==> src/rtl/iwdg_pkg.sv <==
// Shared constants for the windowed independent watchdog.
package iwdg_pkg;

  // KR key values (low 16 bits of the KR write)
  localparam logic [15:0] KEY_ACCESS = 16'h5555;
  localparam logic [15:0] KEY_START  = 16'hCCCC;
  localparam logic [15:0] KEY_RELOAD = 16'hAAAA;

  // Register byte offsets from BASE_ADR
  localparam logic [7:0] OFS_KR   = 8'h00;
  localparam logic [7:0] OFS_PR   = 8'h04;
  localparam logic [7:0] OFS_RLR  = 8'h08;
  localparam logic [7:0] OFS_SR   = 8'h0C;
  localparam logic [7:0] OFS_WINR = 8'h10;
  localparam logic [7:0] OFS_EWCR = 8'h14;
  localparam logic [7:0] OFS_CNT  = 8'h18;
  localparam logic [7:0] OFS_END  = 8'h1C;

  // SR bit positions
  localparam int SR_RUN   = 0;
  localparam int SR_UNLK  = 1;
  localparam int SR_EWIF  = 2;
  localparam int SR_FIRED = 3;

  // PR values at or above this select the maximum divider (256)
  localparam int PR_SAT = 6;

endpackage

==> src/rtl/iwdg_prescaler.sv <==
// Tick-enable divider: counts ticks while running and emits a dec pulse
// on every wrap. The PR value is sampled only at wrap or clear so a PR
// write never shortens or stretches the period in progress.
module iwdg_prescaler
  import iwdg_pkg::*;
#(
  parameter int PR_W = 3
) (
  input  logic            clk_i,
  input  logic            rst_i,
  input  logic            tick_i,
  input  logic            run_i,
  input  logic            clr_i,
  input  logic [PR_W-1:0] pr_i,
  output logic            dec_o
);

  logic [PR_W-1:0] pr_q;
  logic [7:0]      pcnt_q;
  logic [7:0]      lim;

  // Terminal count D-1 for D = 4<<pr, saturating at 256
  always_comb begin
    lim = 8'hFF;
    if (32'(pr_q) < PR_SAT) lim = 8'((32'd4 << pr_q) - 32'd1);
  end

  assign dec_o = run_i & tick_i & (pcnt_q == lim);

  // Divider count; clear has priority and also resamples PR
  always_ff @(posedge clk_i or posedge rst_i) begin
    if (rst_i) begin
      pcnt_q <= '0;
      pr_q   <= '0;
    end else if (clr_i) begin
      pcnt_q <= '0;
      pr_q   <= pr_i;
    end else if (run_i && tick_i) begin
      if (pcnt_q == lim) begin
        pcnt_q <= '0;
        pr_q   <= pr_i;
      end else begin
        pcnt_q <= pcnt_q + 8'd1;
      end
    end
  end

endmodule

==> src/rtl/iwdg_window.sv <==
// Windowed independent watchdog with early warning, key-lock protocol
// and a Wishbone classic slave (ack for mapped, err for unmapped).
module iwdg_window
  import iwdg_pkg::*;
#(
  parameter logic [31:0] BASE_ADR = 32'h0100_0000,
  parameter int          CNT_W    = 12,
  parameter int          PR_W     = 3
) (
  input  logic        clk_m2s,
  input  logic        rst_m2s,
  input  logic        tick_en,
  input  logic [31:0] dat_m2s,
  input  logic [31:0] adr_m2s,
  input  logic [3:0]  sel_m2s,
  input  logic        cyc_m2s,
  input  logic        stb_m2s,
  input  logic        we_m2s,
  output logic [31:0] dat_s2m,
  output logic        ack_s2m,
  output logic        err_s2m,
  output logic        rty_s2m,
  output logic        rst_iwdg,
  output logic        irq_ew
);

  logic [31:0]      ofs, rdat, dat_q;
  logic [7:0]       aofs;
  logic             mapped, req, wr, rd, ack_q, err_q;
  logic [CNT_W-1:0] wm;
  logic [PR_W-1:0]  pr_q;
  logic [CNT_W-1:0] rlr_q, winr_q, ewc_q, cnt_q, cnt_d;
  logic             ewie_q;
  logic             run_q, run_d, unlk_q, unlk_d, ewif_q, ewif_d;
  logic             fired_q, fired_d, rst_iwdg_q, rst_iwdg_d;
  logic             kr_wr, key_ok, k_start, k_rel, is_rel, win_bad;
  logic             do_load, sr_clr, dec;
  logic             unused_ok;

  assign ofs    = adr_m2s - BASE_ADR;
  assign aofs   = {ofs[7:2], 2'b00};
  assign mapped = (ofs[31:5] == '0) && (aofs != OFS_END);
  assign req    = cyc_m2s & stb_m2s & ~ack_q & ~err_q;
  assign wr     = req & we_m2s & mapped;
  assign rd     = req & ~we_m2s & mapped;

  assign unused_ok = ^{ofs[1:0], dat_m2s[30:16]};

  // Per-bit write mask derived from the byte lane selects
  always_comb begin
    wm = '0;
    for (int i = 0; i < CNT_W; i++) wm[i] = sel_m2s[i/8];
  end

  // Key decode; only a full low-halfword write carries a key
  assign kr_wr   = wr && (aofs == OFS_KR);
  assign key_ok  = kr_wr && (sel_m2s[1:0] == 2'b11);
  assign k_start = key_ok && (dat_m2s[15:0] == KEY_START);
  assign k_rel   = key_ok && (dat_m2s[15:0] == KEY_RELOAD);
  // Once running, start behaves as a reload and is window-checked too
  assign is_rel  = ~rst_iwdg_q & run_q & (k_start | k_rel);
  assign win_bad = is_rel && (cnt_q > winr_q);
  assign do_load = ~rst_iwdg_q & (k_start | (k_rel & run_q)) & ~win_bad;
  assign sr_clr  = wr && (aofs == OFS_SR) && sel_m2s[0] && dat_m2s[SR_EWIF];

  iwdg_prescaler #(.PR_W(PR_W)) u_psc (
    .clk_i  (clk_m2s),
    .rst_i  (rst_m2s),
    .tick_i (tick_en),
    .run_i  (run_q & ~rst_iwdg_q),
    .clr_i  (do_load),
    .pr_i   (pr_q),
    .dec_o  (dec)
  );

  // Counter, lock and status next state; reload beats dec, EWIF set beats clear
  always_comb begin
    cnt_d      = cnt_q;
    run_d      = run_q;
    unlk_d     = unlk_q;
    ewif_d     = ewif_q;
    fired_d    = fired_q;
    rst_iwdg_d = rst_iwdg_q;
    if (kr_wr) unlk_d = key_ok && (dat_m2s[15:0] == KEY_ACCESS);
    if (sr_clr) ewif_d = 1'b0;
    if (do_load) begin
      cnt_d = rlr_q;
      run_d = 1'b1;
    end else if (dec) begin
      if (cnt_q == '0) begin
        rst_iwdg_d = 1'b1;
        fired_d    = 1'b1;
      end else begin
        cnt_d = cnt_q - CNT_W'(1);
        if (ewie_q && (cnt_d == ewc_q)) ewif_d = 1'b1;
      end
    end
    if (win_bad) rst_iwdg_d = 1'b1;
  end

  // Watchdog state registers
  always_ff @(posedge clk_m2s or posedge rst_m2s) begin
    if (rst_m2s) begin
      cnt_q      <= '1;
      run_q      <= 1'b0;
      unlk_q     <= 1'b0;
      ewif_q     <= 1'b0;
      fired_q    <= 1'b0;
      rst_iwdg_q <= 1'b0;
    end else begin
      cnt_q      <= cnt_d;
      run_q      <= run_d;
      unlk_q     <= unlk_d;
      ewif_q     <= ewif_d;
      fired_q    <= fired_d;
      rst_iwdg_q <= rst_iwdg_d;
    end
  end

  // Configuration registers; writes while locked are acked and dropped
  always_ff @(posedge clk_m2s or posedge rst_m2s) begin
    if (rst_m2s) begin
      pr_q   <= '0;
      rlr_q  <= '1;
      winr_q <= '1;
      ewc_q  <= '0;
      ewie_q <= 1'b0;
    end else if (wr && unlk_q) begin
      case (aofs)
        OFS_PR:   if (sel_m2s[0]) pr_q <= dat_m2s[PR_W-1:0];
        OFS_RLR:  rlr_q  <= (rlr_q  & ~wm) | (dat_m2s[CNT_W-1:0] & wm);
        OFS_WINR: winr_q <= (winr_q & ~wm) | (dat_m2s[CNT_W-1:0] & wm);
        OFS_EWCR: begin
          ewc_q <= (ewc_q & ~wm) | (dat_m2s[CNT_W-1:0] & wm);
          if (sel_m2s[3]) ewie_q <= dat_m2s[31];
        end
        default: ;
      endcase
    end
  end

  // Read data mux; unused bits read as zero
  always_comb begin
    rdat = '0;
    case (aofs)
      OFS_PR:   rdat[PR_W-1:0]  = pr_q;
      OFS_RLR:  rdat[CNT_W-1:0] = rlr_q;
      OFS_SR: begin
        rdat[SR_RUN]   = run_q;
        rdat[SR_UNLK]  = unlk_q;
        rdat[SR_EWIF]  = ewif_q;
        rdat[SR_FIRED] = fired_q;
      end
      OFS_WINR: rdat[CNT_W-1:0] = winr_q;
      OFS_EWCR: begin
        rdat[CNT_W-1:0] = ewc_q;
        rdat[31]        = ewie_q;
      end
      OFS_CNT:  rdat[CNT_W-1:0] = cnt_q;
      default: ;
    endcase
  end

  // Bus termination and registered read data
  always_ff @(posedge clk_m2s or posedge rst_m2s) begin
    if (rst_m2s) begin
      ack_q <= 1'b0;
      err_q <= 1'b0;
      dat_q <= '0;
    end else begin
      ack_q <= req & mapped;
      err_q <= req & ~mapped;
      if (rd) dat_q <= rdat;
    end
  end

  assign dat_s2m  = dat_q;
  assign ack_s2m  = ack_q;
  assign err_s2m  = err_q;
  assign rty_s2m  = 1'b0;
  assign rst_iwdg = rst_iwdg_q;
  assign irq_ew   = ewif_q & ewie_q;

endmodule
==> config.mk <==
export PLATFORM = sky130hd
export DESIGN_NAME = iwdg_window
export DESIGN_NICKNAME = d
export VERILOG_FILES = /design/src/rtl/iwdg_pkg.sv /design/src/rtl/iwdg_prescaler.sv /design/src/rtl/iwdg_window.sv
export SDC_FILE = /design/constraint.sdc
export NUM_CORES = 1
export LEC_CHECK = 0
export BUFFER_PORTS_ARGS = -buffer_cell sky130_fd_sc_hd__buf_4
export CAP_MARGIN = 20
export CORE_AREA = 4 4 111 113
export DETAILED_ROUTE_END_ITERATION = 8
export DIE_AREA = 0 0 115 117
export PLACE_DENSITY = 0.67
export SLEW_MARGIN = 30
export SYNTH_ARGS = -nofsm -noshare
export SYNTH_HDL_FRONTEND = slang
export SYNTH_SLANG_ARGS = --single-unit
==> constraint.sdc <==
create_clock -name clk_m2s -period 6.2 [get_ports clk_m2s]
set_input_delay 1.24 -clock clk_m2s [delete_from_list [all_inputs] [get_ports clk_m2s]]
set_output_delay 1.24 -clock clk_m2s [all_outputs]
set_load 0.005 [all_outputs]
**After elaboration in Yosys (flattened, before gate mapping)**

Cells that the tools add are included.
W data, S select, Z words.

- Register bits: 83
- Output and inout port bits: 37
- Logic and storage cells: 125

- Add/sub/neg operators: 4
- Magnitude comparators: 2
- Equality and inequality tests: 15
- Shifts and indexed selects: 1
- Multiplexer cells: 23
- Bitwise logic cells: 34
- Reductions and logical operators: 30

Operator list:

| cell | count |
|---|---|
| $and A12 B12 Y12 | 4 |
| $mux W12 | 3 |
| $or A12 B12 Y12 | 3 |
| $eq A16 B16 Y1 const B | 2 |
| $mux W8 | 4 |
| $pmux W8 S4 | 1 |
| $sub A32 B25 Y32 const B | 1 |
| $logic_not A27 Y1 | 1 |
| $eq A6 B3 Y1 const B | 3 |
| $pmux W3 S6 | 1 |
| $and A1 B1 Y1 | 17 |
| $eq A16 B15 Y1 const B | 1 |
| $logic_and A1 B1 Y1 | 13 |
| $eq A12 B12 Y1 | 1 |
| $eq A6 B2 Y1 const B | 2 |
| $gt A12 B12 Y1 | 1 |
| $logic_not A12 Y1 | 1 |
| $not A12 Y12 | 1 |
| $reduce_and A3 Y1 | 4 |
| $sub A12 B1 Y12 const B | 1 |
| $mux W1 | 10 |
| $reduce_and A2 Y1 | 5 |
| $reduce_bool A2 Y1 | 5 |
| $mux W3 | 3 |
| 13 further kinds | 21 |

**Logic depth before layout (Yosys ltp)**

Gate-level depths: netlist of run 1.

- Depth in word-level cells: 15
- Gate-level depth with buffers: 9
- Mapped depth without buffers: 8

**Cells and area by module**

Synthesis of run 1 repeated with hierarchy kept, for this count alone.

- Cell total of the unflattened synthesis: 534
- Area, all modules: 5376.4 um^2

By module, submodules not included:

| module | instances | cells an instance | area each (um^2) | sequential area each (um^2) |
|---|---|---|---|---|
| iwdg_window | 1 | 442 | 4560.6 | 1846.8 |
| iwdg_prescaler | 1 | 92 | 815.8 | 275.3 |

**Least setup slack after synthesis of run 1**

OpenSTA, ideal clock, no wires.

- Path type: input -> register
- Start: input port adr_m2s[24]
- End: register dat_q[0], in the netlist dat_s2m[0]
- Setup time: 0.125 ns
- Data arrival time: 3.164 ns
- Path slack: 2.912 ns
- Cell stages on the path: 8
- Path buffers: 1
- Path through: inv_1 > ha_1 > nor4bb_1 > nand4_1 > nor3_1 > nor3b_1 > buf_2 > mux2_2

- Word-level cells in the longest chain between the ends: 4

Ends and longest elaborated chain:

| what | RTL line | source |
|---|---|---|
| from (decl) | iwdg_window.sv:14 | `input logic [31:0] adr_m2s,` |
| $sub A32 B25 Y32 | iwdg_window.sv:40 | `assign ofs = adr_m2s - BASE_ADR;` |
| $logic_not A27 Y1 | iwdg_window.sv:42 | `assign mapped = (ofs[31:5] == '0) && (aofs != OFS_END);` |
| $logic_and A1 B1 Y1 | iwdg_window.sv:42 |  |
| $and A1 B1 Y1 | iwdg_window.sv:45 | `assign rd = req & ~we_m2s & mapped;` |
| to (signal assigned) | iwdg_window.sv:173 | `if (rd) dat_q <= rdat;` |
| to (decl) | iwdg_window.sv:27 | `logic [31:0] ofs, rdat, dat_q;` |

No other way between the ends.
A chain may end at the register's enable or synchronous reset.

**Worst setup path in the final report of run 1**

- Start: input port adr_m2s[24]
- End: register u_psc.pr_q[2]

- Word-level cells in the longest chain between the ends: 14
- Elaborated cells on any way between the ends: 20
- Those cells by class: 1 x add/sub; 1 x mux; 8 x bitwise; 10 x reduce/logical

Ends and longest elaborated chain:

| what | RTL line | source |
|---|---|---|
| $sub A32 B25 Y32 * | iwdg_window.sv:40 |  |
| $logic_not A27 Y1 * | iwdg_window.sv:42 |  |
| $logic_and A1 B1 Y1 * | iwdg_window.sv:42 |  |
| $and A1 B1 Y1 * | iwdg_window.sv:44 | `assign wr = req & we_m2s & mapped;` |
| $logic_and A1 B1 Y1 * | iwdg_window.sv:56 | `assign kr_wr = wr && (aofs == OFS_KR);` |
| $logic_and A1 B1 Y1 * | iwdg_window.sv:57 | `assign key_ok = kr_wr && (sel_m2s[1:0] == 2'b11);` |
| $logic_and A1 B1 Y1 (on tied branches) | iwdg_window.sv:58, iwdg_window.sv:59 |  |
| $or A1 B1 Y1 | iwdg_window.sv:61 | `assign is_rel = ~rst_iwdg_q & run_q & (k_start \| k_rel);` |
| $and A1 B1 Y1 | iwdg_window.sv:61 |  |
| $logic_and A1 B1 Y1 | iwdg_window.sv:62 | `assign win_bad = is_rel && (cnt_q > winr_q);` |
| $not A1 Y1 | iwdg_window.sv:63 | `assign do_load = ~rst_iwdg_q & (k_start \| (k_rel & run_q)) & ~win_bad;` |
| $and A1 B1 Y1 * | iwdg_window.sv:63 |  |
| $reduce_bool A2 Y1 (no line) | n/a |  |
| $reduce_and A2 Y1 (no line) | n/a |  |
| to (signal assigned) | iwdg_prescaler.sv:37 | `pr_q <= pr_i;` |
| to (signal assigned) | iwdg_prescaler.sv:41 | `pr_q <= pr_i;` |
| to (decl) | iwdg_prescaler.sv:18 | `logic [PR_W-1:0] pr_q;` |

Every way passes the cells marked *; elsewhere a longest branch is shown, timed or not.

==> impl_metrics.env, run 1 <==
export IMPL_outcome="completed"
export IMPL_dieArea_sq_um=13500
export IMPL_critPathArrivalTime_ns=3.72
export IMPL_postLayoutCoreUtil=0.546
export IMPL_netlist_top_cells_area="dfrtp_1, dfstp_2, mux2_2"
export IMPL_fmax_mhz=285
export IMPL_crit_path_start_kind="input pin"
export IMPL_synthFlopType="dfrtp_1"
export IMPL_syn2layout_area_growth_pct=16.3
export IMPL_post_route_period_util=0.565
export IMPL_post_cts_setup_buffer_count=0
export IMPL_grt_max_degree=84
export IMPL_cts_sinks=83
export IMPL_coreArea_sq_um=11300
export IMPL_cts_tree="yes"
export IMPL_synth_top_area_frac=0.221
export IMPL_layout_setup_ws_ns=2.69
export IMPL_ys_types=63
export IMPL_fillers=1011
export IMPL_vias_per_cell=5.89
export IMPL_ir_worst_vdd_mv=0.138
export IMPL_clock_path_buffers=2
export IMPL_fin_tns_setup_ns=0
export IMPL_cts_root_buf="clkbuf_16"
export IMPL_dpl_cell_area_sq_um=5890
export IMPL_r2r_setup_slack_ns=2.94
export IMPL_hpwl_mm=10.3
export IMPL_clk_latency_ns=0.34
export IMPL_grt_first_pass_wirelength_mm=22.6
export IMPL_post_cts_resized=0
export IMPL_seq_area_frac_synth=0.399
export IMPL_syn_inst=522
export IMPL_chipHeight_um=117
export IMPL_routed_wl_mm=13.9
export IMPL_cap_violations=0
export IMPL_wl_per_cell_um=19.0
export IMPL_worst_slew_pin_slew_ns=0.889
export IMPL_num_rows=39
export IMPL_ioPinCount=111
export IMPL_grt_remaining_overflow=0
export IMPL_cts_htree_levels=3
export IMPL_maxSlewViolCount=0
export IMPL_antenna_found_initial=0
export IMPL_yosys_warnings=0
export IMPL_portBuffers=72
export IMPL_drtIter0Drc=236
export IMPL_clk_pin_slew_ns=0.06
export IMPL_antenna_cells=0
export IMPL_required_ns=6.42
export IMPL_post_route_min_period_ns=3.51
export IMPL_yosys_area_top_type="dfrtp_1"
export IMPL_worstSetupPathType="input pin to flop"
export IMPL_finalHoldViolCount=0
export IMPL_synth_seq_cells=83
export IMPL_post_place_ws_ns=2.34
export IMPL_setup_viol=0
export IMPL_postRouteAntennaNets=0
export IMPL_cts_hold_buffers=0
export IMPL_finalPower_mw=1.15
export IMPL_drcViolationCount=0
export IMPL_min_path_type="flop to flop"
export IMPL_final_nets=672
export IMPL_vias=4306
export IMPL_synth_area_per_cell_sq_um=10.2
export IMPL_track_usage=0.214
export IMPL_cts_made_buffers=9
export IMPL_finalInstanceArea_sq_um=6180
export IMPL_die_x_um=115
export IMPL_start_util=0.470
export IMPL_place_congestion=0.867
export IMPL_grt_pass1_vias=4209
export IMPL_netlist_area_sq_um=5320
export IMPL_synth_most_common_cell="dfrtp_1"
export IMPL_worst_clock_skew_ns=0.0119
export IMPL_dr_pass1_iters=5
export IMPL_powerDensity_nw_per_um2=186
export IMPL_rsz0062_at_grt="no"
export IMPL_power_leakage_nw=2.75
export IMPL_cp_end_kind="flop"
export IMPL_max_slew_margin=0.407
export IMPL_drive_gt1_frac=0.332
export IMPL_ys_async_sr_fraction=1.00
export IMPL_synth_common_cells="dfrtp_1, mux2_2, nor2_1"
export IMPL_synth_edff_count=0
export IMPL_crit_fanout=11
[stage by stage]
stage / hold WS [ns] / cells
2_1_floorplan: 0.443 / 541
3_3_place_gp: 0.479 / 715
3_5_place_dp: 0.481 / 715
4_1_cts: 0.502 / 731
5_1_grt: 0.529 / 731
6_report: 0.503 / 731
[placed cells by master (no fill, tap or decap), types with 5 or more instances in the layout]
cell,count
a21oi_1,31
a221oi_1,12
a22o_1,8
buf_4,77
clkbuf_16,9
conb_1,20
dfrtp_1,47
dfstp_2,36
ha_1,15
inv_1,20
mux2_1,6
mux2_2,46
mux2i_1,9
nand2_1,19
nand2b_1,5
nand3_1,15
nand4_1,15
nor2_1,40
nor3_1,17
nor4_1,6
nor4_2,9
nor4bb_1,11
o21ai_0,6
or3_1,6
xnor2_1,22
xor2_1,11
[power breakdown]
group	switching [mW]	internal, mW
sequential	0.000373	0.543
clock	0.226	0.314
combinational	0.0373	0.0308
[critical path: stages]
cell and delay (ns):
buf_4 0.08, inv_1 0.03, ha_1 0.26, nor4bb_1 0.31
nand4_1 0.17, nor3_1 0.32, nand4b_1 0.22, o21ai_1 0.72
mux2_1 0.38
[path summary, 6_finish.rpt]
check / startpoint / endpoint / cells past startpoint
min in group asynchronous: rst_m2s / asynchronous set/reset pin / 3
min: fired_q / fired_q / 1
min reg2reg: fired_q / fired_q / 1
max: adr_m2s[24] / u_psc.pr_q[2] / 9
max in group asynchronous: rst_m2s / asynchronous set/reset pin / 3
max reg2reg: cnt_q[5] / u_psc.pr_q[2] / 7
[logic make-up (layout without fill, tap and decap cells)]
kind of cell | count (synthesis) | after routing | synth area share
AND/OR/NAND/NOR | 176 | 176 | 0.205
AO/OA/AOI/OAI | 85 | 85 | 0.112
flip-flops | 83 | 83 | 0.399
buffers and inverters | 68 | 115 | 0.0664
multiplexers | 61 | 61 | 0.127
XOR/XNOR | 33 | 33 | 0.0544
adder cells (fa/ha/maj) | 15 | 15 | 0.0353
other | 1 | 20 | 0.000705
[layer usage]
metal / vias up / share of wire / wire, um / GRT usage
li1: 2005 / - / - / -
met1: 2112 / 0.45 / 6230 / 0.300
met2: 171 / 0.47 / 6560 / 0.347
met3: 18 / 0.064 / 887 / 0.0370
met4: 0 / 0.015 / 208 / 0.0540
met5: - / 0 / 0 / 0
[area by class of cell]
cell class / count / area, sq um / share of cell area
multi-input combinational: 390 / 2920 / 0.472
sequential: 83 / 2120 / 0.343
timing repair buffer: 78 / 589 / 0.0953
clock buffer: 11 / 233 / 0.0376
tap: 143 / 179 / 0.0289
inverter: 21 / 80.1 / 0.0130
clock inverter: 5 / 61.3 / 0.00992
(Power assumes the default switching activity.)
==> run 2, diff against run 1 <==
==> constraint.sdc (replaced) <==
create_clock -name clk_m2s -period 3.25 [get_ports clk_m2s]
set_input_delay 0.65 -clock clk_m2s [delete_from_list [all_inputs] [get_ports clk_m2s]]
set_output_delay 0.65 -clock clk_m2s [all_outputs]
set_load 0.005 [all_outputs]
==> run 2 against run 1 <==
Against the previous run: sequential share of layout area shrank 0.56 points; total power grew 90%; final cell count grew 1.9%; worst hold slack lost 0.057 ns; wire length grew 1.6%; via count grew 1.9%; critical path depth shrank 1; combinational power grew 94%; first-iteration DRC count grew 33%; critical endpoint is now u_psc.pr_q[0]; largest cell class unchanged; largest power group unchanged.
==> impl_metrics.env, run 2 (same netlist as run 1, synthesis figures left out) <==
export IMPL_setup_viol=0
export IMPL_num_rows=39
export IMPL_vias=4387
export IMPL_powerDensity_nw_per_um2=348
export IMPL_fin_tns_setup_ns=0
export IMPL_multi_input_area_sq_um=2920
export IMPL_dieArea_sq_um=13500
export IMPL_grt_first_pass_wirelength_mm=23.1
export IMPL_crit_fanout=11
export IMPL_ioPinCount=111
export IMPL_final_nets=686
export IMPL_grt_max_degree=47
export IMPL_worstSetupPathType="flop to flop"
export IMPL_fillers=979
export IMPL_postRouteAntennaNets=0
export IMPL_routed_wl_mm=14.1
export IMPL_coreArea_sq_um=11300
export IMPL_wl_per_cell_um=18.9
export IMPL_seqCellArea_sq_um=2120
export IMPL_max_slew_margin=0.463
export IMPL_worst_clock_skew_ns=0.00690
export IMPL_critPathArrivalTime_ns=3.17
export IMPL_final_cell_mix="buf_4, dfrtp_1, mux2_2"
export IMPL_p_switching_mw=0.490
export IMPL_die_x_um=115
export IMPL_power_leakage_nw=2.82
export IMPL_worst_slew_pin_slew_ns=0.806
export IMPL_start_util=0.470
export IMPL_p_comb_frac=0.060
export IMPL_grt_pass1_vias=4380
export IMPL_post_cts_setup_buffer_count=0
export IMPL_cts_hold_buffers=0
export IMPL_hpwl_mm=10.8
export IMPL_fmax_mhz=338
export IMPL_rsz0062_at_grt="no"
export IMPL_antenna_cells=0
export IMPL_track_usage=0.219
export IMPL_layout_commonest_cell="buf_4"
export IMPL_antenna_found_initial=0
export IMPL_hold_ws_ns=0.446
export IMPL_place_congestion=0.885
export IMPL_cts_root_buf="clkbuf_16"
export IMPL_portBuffers=72
export IMPL_vias_per_cell=5.89
export IMPL_cts_tree="yes"
export IMPL_post_cts_resized=0
export IMPL_pwr_share_clk=0.465
export IMPL_grt_remaining_overflow=0
export IMPL_crit_path_start_kind="flop"
export IMPL_cts_made_buffers=9
export IMPL_clk_pin_slew_ns=0.06
export IMPL_layout_setup_ws_ns=0.294
export IMPL_clk_latency_ns=0.33
export IMPL_syn2layout_area_growth_pct=18.2
export IMPL_drcViolationCount=0
export IMPL_clock_path_buffers=2
export IMPL_finalHoldViolCount=0
export IMPL_post_place_ws_ns=0.234
export IMPL_cap_violations=0
export IMPL_post_route_period_util=0.910
export IMPL_seqPwrFrac=0.474
export IMPL_swShare=0.224
export IMPL_post_route_min_period_ns=2.96
export IMPL_cp_end_kind="flop"
export IMPL_required_ns=3.47
export IMPL_min_path_type="input pin to asynchronous set/reset pin"
export IMPL_outcome="completed"
export IMPL_dr_pass1_iters=5
export IMPL_maxSlewViolCount=0
export IMPL_drive_gt1_frac=0.347
export IMPL_cts_sinks=83
export IMPL_ir_worst_vdd_mv=0.272
export IMPL_chipHeight_um=117
export IMPL_p_int_mw=1.70
export IMPL_cts_htree_levels=3
export IMPL_drtIter0Drc=315
## run 2: power by group through the flow
stage	sequential [mW]	clock [mW]	combinational, mW
2_1_floorplan	1.05	0	0.0664
3_3_place_gp	1.05	0	0.130
3_5_place_dp	1.05	0	0.133
4_1_cts	1.04	1.04	0.133
5_1_grt	1.04	1.09	0.149
6_report	1.04	1.02	0.132
## run 2: path summary, 6_finish.rpt
kind | from | endpoint | slack, ns | depth (start not counted)
worst max-delay path | cnt_q[7] | u_psc.pr_q[0] | 0.29 | 8
worst min-delay path | rst_m2s | asynchronous set/reset pin | 0.45 | 2
worst max register to register | cnt_q[7] | u_psc.pr_q[0] | 0.29 | 8
worst min register to register | fired_q | fired_q | 0.49 | 1
max in group asynchronous | rst_m2s | asynchronous set/reset pin | 1.96 | 3
min in group clk_m2s | fired_q | fired_q | 0.49 | 1
## run 2: cell type report
cell class | instances | share of cell area
clock inverter | 5 | 0.00995
inverter | 21 | 0.0127
clock buffer | 11 | 0.0370
sequential | 83 | 0.338
timing repair buffer | 92 | 0.110
multi-input combinational | 390 | 0.464
tap | 143 | 0.0285
## run 2: per-stage QoR
stage / total power [mW] / cells / area [sq um] / utilization
2_1_floorplan: 1.12 / 541 / 5390 / -
3_3_place_gp: 1.18 / 729 / 5990 / 0.529
3_5_place_dp: 1.19 / 729 / 5990 / 0.529
4_1_cts: 2.21 / 745 / 6290 / 0.555
5_1_grt: 2.27 / 745 / 6290 / 0.555
6_report: 2.19 / 745 / 6290 / 0.555
## run 2: layer usage
layer	vias up	GRT usage	routed length, um	part of all wire
li1	2036	-	-	-
met1	2151	0.303	6230	0.44
met2	179	0.350	6680	0.47
met3	21	0.0406	876	0.062
met4	0	0.0728	307	0.022
met5	-	0	0	0
## run 2: critical path, cell delays in order, from the launching register on
cell,delay [ns]
dfstp_2,0.65
ha_1,0.28
and2_1,0.17
a221o_1,0.29
a221oi_1,0.46
a21oi_1,0.24
o21ai_1,0.19
buf_4,0.21
mux2_1,0.34
